**src/rtl/branch_pkg.sv**
```systemverilog
// branch_pkg: shared branch_type bit indices, FSM encoding and reset PC for the redirect controller.
package branch_pkg;
  localparam int BT_COND_TAKEN = 0;
  localparam int BT_JAL = 1;
  localparam int BT_JALR = 2;
  localparam int BT_COND_NT = 3;
  localparam logic [3:0] BT_TAKEN_MASK = 4'b0111;
  localparam logic [3:0] BT_NT_ONLY = 4'b1000;
  localparam logic [31:0] RESET_PC_DEFAULT = 32'h0000_0000;
  typedef enum logic [1:0] {
    IDLE = 2'd0,
    REDIRECT = 2'd1,
    DRAIN = 2'd2
  } state_e;
endpackage

```
**src/rtl/branch_redirect_stats.sv**
```systemverilog
// branch_redirect_stats: saturating event counters for the redirect controller (BRANCH_REDIRECT_STATS_EN builds only).
module branch_redirect_stats
  import branch_pkg::*;
#(
  parameter int XLEN = 32
) (
  input  logic            clk,
  input  logic            rst_n,
  input  logic            inc_taken,
  input  logic            inc_not_taken,
  input  logic            inc_wait,
  output logic [XLEN-1:0] stat_taken,
  output logic [XLEN-1:0] stat_not_taken,
  output logic [XLEN-1:0] stat_wait_cycles
);
  always_ff @(posedge clk) begin
    if (!rst_n) begin
      stat_taken <= '0;
      stat_not_taken <= '0;
      stat_wait_cycles <= '0;
    end else begin
      stat_taken <= stat_taken + XLEN'(inc_taken & ~&stat_taken);
      stat_not_taken <= stat_not_taken + XLEN'(inc_not_taken & ~&stat_not_taken);
      stat_wait_cycles <= stat_wait_cycles + XLEN'(inc_wait & ~&stat_wait_cycles);
    end
  end
endmodule

```
**src/rtl/branch_redirect_ctrl.sv**
```systemverilog
// branch_redirect_ctrl: turns taken EX-stage branches/jumps into a held fetch redirect plus pipeline flushes.
// Optional saturating statistics outputs are enabled by defining BRANCH_REDIRECT_STATS_EN.
module branch_redirect_ctrl
  import branch_pkg::*;
#(
  parameter int XLEN = 32,
  parameter logic [XLEN-1:0] RESET_PC = XLEN'(RESET_PC_DEFAULT)
) (
  input  logic            clk,
  input  logic            rst_n,
  input  logic            ex_valid,
  input  logic            stall_in,
  input  logic [3:0]      branch_type,
  input  logic [XLEN-1:0] target_addr,
  input  logic            if_ready,
  output logic            redirect_valid,
  output logic [XLEN-1:0] redirect_pc,
  output logic            flush_ifid,
  output logic            flush_idex,
  output logic            misalign_err,
  output logic            busy
`ifdef BRANCH_REDIRECT_STATS_EN
  ,
  output logic [XLEN-1:0] stat_taken,
  output logic [XLEN-1:0] stat_not_taken,
  output logic [XLEN-1:0] stat_wait_cycles
`endif
);
  state_e state_q;
  logic redirect_valid_q;
  logic [XLEN-1:0] redirect_pc_q;
  logic misalign_q;
  logic idle;
  logic ex_fire;
  logic take;
  logic aligned_take;
  logic [XLEN-1:0] eff;
  assign idle = state_q == IDLE;
  assign ex_fire = ex_valid & ~stall_in & idle;
  assign take = ex_fire & |(branch_type & BT_TAKEN_MASK);
  // JALR wins priority, and only JALR clears the target's bit 0
  assign eff = branch_type[BT_JALR] ? {target_addr[XLEN-1:1], 1'b0} : target_addr;
  assign aligned_take = take & ~|eff[1:0];
  assign flush_ifid = aligned_take | ~idle;
  assign flush_idex = aligned_take | (state_q == REDIRECT);
  assign busy = ~idle;
  assign redirect_valid = redirect_valid_q;
  assign redirect_pc = redirect_pc_q;
  assign misalign_err = misalign_q;
  always_ff @(posedge clk) begin
    if (!rst_n) begin
      state_q <= IDLE;
      redirect_valid_q <= 1'b0;
      redirect_pc_q <= RESET_PC;
      misalign_q <= 1'b0;
    end else begin
      misalign_q <= take & |eff[1:0];
      case (state_q)
        IDLE: if (aligned_take) begin
          state_q <= REDIRECT;
          redirect_valid_q <= 1'b1;
          redirect_pc_q <= eff;
        end
        REDIRECT: if (if_ready) begin
          state_q <= DRAIN;
          redirect_valid_q <= 1'b0;
        end
        default: state_q <= IDLE;
      endcase
    end
  end
`ifdef BRANCH_REDIRECT_STATS_EN
  branch_redirect_stats #(.XLEN(XLEN)) u_stats (
    .clk(clk),
    .rst_n(rst_n),
    .inc_taken(aligned_take),
    .inc_not_taken(ex_fire & (branch_type == BT_NT_ONLY)),
    .inc_wait((state_q == REDIRECT) & ~if_ready),
    .stat_taken(stat_taken),
    .stat_not_taken(stat_not_taken),
    .stat_wait_cycles(stat_wait_cycles)
  );
`endif
endmodule

```
**config.mk**
```make
export PLATFORM = sky130hd
export DESIGN_NAME = branch_redirect_ctrl
export DESIGN_NICKNAME = d
export VERILOG_FILES = /design/src/rtl/branch_pkg.sv /design/src/rtl/branch_redirect_stats.sv /design/src/rtl/branch_redirect_ctrl.sv
export SDC_FILE = /design/constraint.sdc
export NUM_CORES = 1
export LEC_CHECK = 0
export CELL_PAD_IN_SITES_DETAIL_PLACEMENT = 0
export CELL_PAD_IN_SITES_GLOBAL_PLACEMENT = 2
export CORE_MARGIN = 5
export CORE_UTILIZATION = 19
export DETAILED_ROUTE_END_ITERATION = 8
export GPL_TIMING_DRIVEN = 1
export PLACE_DENSITY_LB_ADDON = 0.3
export RECOVER_POWER = 25
export REMOVE_ABC_BUFFERS = 1
export SYNTH_ARGS = -nofsm -noshare
export SYNTH_HDL_FRONTEND = slang
export SYNTH_SLANG_ARGS = --single-unit
```
**constraint.sdc**
```tcl
create_clock -name clk -period 1.4 [get_ports clk]
set_clock_uncertainty 0.1 [all_clocks]
set_input_delay 0.28 -clock clk [delete_from_list [all_inputs] [get_ports clk]]
set_output_delay 0.28 -clock clk [all_outputs]
set_load 0.02 [all_outputs]
```
==> flow_summary.toml <==
[clocking]
worstSkewPairLatency_ns = 0.28
h-tree-depth = 2
cts-hold-fix-buffers = 0
cts_inserted_buffers = 5
cts_max_path_buffers = 2
clk_pin_slew_ns = 0.07
cts-root-buf = "clkbuf_8"
cts_tree = "yes"
clock_sinks = 36

[layout]
stdcell_count = 342
syn2layout_area_growth_pct = 71.91
final_core_util = 0.3325
diodes = 0
drive_gt1_frac = 0.1250
fillers = 827
fin_area_um2 = 2542
finish.net_count = 280

[power]
p_sw_mw = 0.5327
vdd_drop_max_uv = 347.9
p_leak_nw = 1.092
internal_power_mw = 1.666
power_density_nw_per_um2 = 864.7
p_total_mw = 2.199
power_frac_seq = 0.484
swShare = 0.2423
p_comb_frac = 0.166
pwr-share-clk = 0.349

[routing]
wl_per_cell_um = 11.82
antenna_left = 0
route.vias.total = 1290
drt_pass1_iterations = 3
route.detailed.drc = 0
drtIter0Drc = 8
finalWirelength_um = 4044
via_per_inst = 3.772

[placement]
dpl.cell_count = 329
gp_congestion = 0.7245
numPortBuffers = 76
dp_hpwl_um = 2749
dpl-instance-area_um2 = 2344

[timing]
grt_setup_unrepaired = "yes"
fin_crit_ns = 1.833
period_share = 1.309
hold_ws_ns = 0.2405
finalHoldViolations = 0
max_freq_ghz = 0.5456
setup_violations = 37
fin_ws_ns = -0.4327
worst_pin_slew_ns = 0.2577
slew_headroom = 0.8275
maxSlewViolCount = 0

[yosys]
ys_types = 18
yosys_warnings = 0
synthCells = 156
seq_area_frac_synth = 0.4873
syn_area_per_cell_um2 = 9.480
ys_ff_latch = 36
syn_area_um2 = 1479

[run_status]
violations = "setup timing"
outcome = "complete, but fails checks"

[die]
core_um2 = 7647
die_y_um = 98.23
initial_core_util = 0.1934
placementRows = 32
die_w_um = 98.23
die_area_um2 = 9648
io_pins = 78

[global_routing]
grt_usage = 0.08687
overflow = 0
grt_max_degree = 41
antenna_found_initial = 0
grt_pass1_vias = 1334
grt_pass1_wl_um = 6837

[flow_run]
drv_cap = 0

[worst_setup_path]
worstRegToRegCells = 5
cp-start-kind = "primary input"
crit_path_end_kind = "primary output"
worstPathMaxFanout = 3
critPathRequiredTime_ns = 1.02
arrival_ns = 1.45
worstSetupPathType = "primary input to primary output"

[worst_hold_path]
hold_class = "primary input to register"
holdPathStages = 3
==> per-stage QoR <==
step	TNS [ns]	worst slack [ns]
2_1_floorplan	-83.13	-2.614
3_3_place_gp	-22.39	-0.9722
3_5_place_dp	-22.65	-0.9739
4_1_cts	-10.45	-0.4422
5_1_grt	-13.43	-0.5040
6_report	-10.55	-0.4327
==> cells in the mapped netlist (all sizes together) <==
| cell type | number | area [um^2] |
|---|---|---|
| nand2 | 61 | 229.0 |
| dfxtp | 36 | 720.7 |
| mux2i | 30 | 300.3 |
| clkbuf | 7 | 26.28 |
| buf | 4 | 71.32 |
| o21a | 3 | 22.52 |
| and3b | 2 | 17.52 |
| nor2 | 2 | 7.510 |
| nor4b | 2 | 30.03 |
| or2 | 2 | 12.51 |
| inv | 1 | 3.750 |
| nand2b | 1 | 6.260 |
| nor2b | 1 | 6.260 |
| nor3 | 1 | 5.000 |
| nor3b | 1 | 7.510 |
| o21ai | 1 | 5.000 |
| or2b | 1 | 7.510 |
==> area by class of cell <==
class | count | area, um^2 | area share
Timing Repair Buffer | 87 | 897.1 | 0.3529
Sequential cell | 36 | 723.2 | 0.2844
Multi-Input combinational cell | 108 | 700.7 | 0.2756
Tap cell | 102 | 127.6 | 0.05020
Clock buffer | 8 | 90.09 | 0.03543
Inverter | 1 | 3.754 | 0.001476
==> critical path, stage by stage <==
cell             delay [ns]
clkdlybuf4s50_1        0.39
nor2b_2                0.17
nor4b_4                0.32
nand2b_4               0.18
buf_6                  0.11
==> cell usage in the layout, fill, tap and decap left out, types with 3 or more instances in the layout <==
master           instances
dlygate4sd2_1           31
mux2i_1                 30
dfxtp_1                 34
clkdlybuf4s15_1          6
o21a_1                   3
clkbuf_8                 6
clkdlybuf4s50_1         35
buf_6                    4
buf_12                   3
nand2_1                 61
buf_4                    4
==> logic make-up (layout without fill, tap and decap cells) <==
| logic type | Yosys count | after routing | synth area share |
|---|---|---|---|
| AND/OR/NAND/NOR | 74 | 74 | 0.2225 |
| buffers and inverters | 12 | 96 | 0.06853 |
| multiplexers | 30 | 30 | 0.2030 |
| AO/OA/AOI/OAI | 4 | 4 | 0.01861 |
| flip-flops | 36 | 36 | 0.4873 |
==> metal layers <==
layer	GRT usage	wire length, um
met1	0.1090	1974
met2	0.1361	1717
met3	0.03714	315
met4	0.02521	36
met5	0	0
==> timing repair <==
action                     CTS  global route
setup endpoints to repair   71            43
gates resized for setup     70             7
setup buffers                2             1
pin swaps                    3             3
cloned                       2             0
==> registers in the layout, summed over array words and instances, names as in the netlist <==
name            count
redirect_pc        32
state_q             2
misalign_err        1
redirect_valid      1
==> power by group through the flow <==
stage                     logic [mW]  registers [mW]  clock network (mW)
final                          0.366            1.06               0.768
after CTS                      0.368            1.06               0.827
after floorplan               0.0889            1.12                   0
after global routing           0.394            1.07               0.874
after global placement         0.355            1.09                   0
after detailed placement       0.353            1.09                   0
==> path summary, 6_finish.rpt <==
kind                                 startpoint         endpoint  slack [ns]
worst max-delay path             target_addr[0]       flush_idex       -0.43
worst min-delay path                      rst_n  redirect_pc[29]        0.24
worst max register to register       state_q[0]  redirect_pc[21]       -0.37
worst min register to register  redirect_pc[30]  redirect_pc[30]        0.35
No activity file was read; power rests on OpenSTA's default activity.
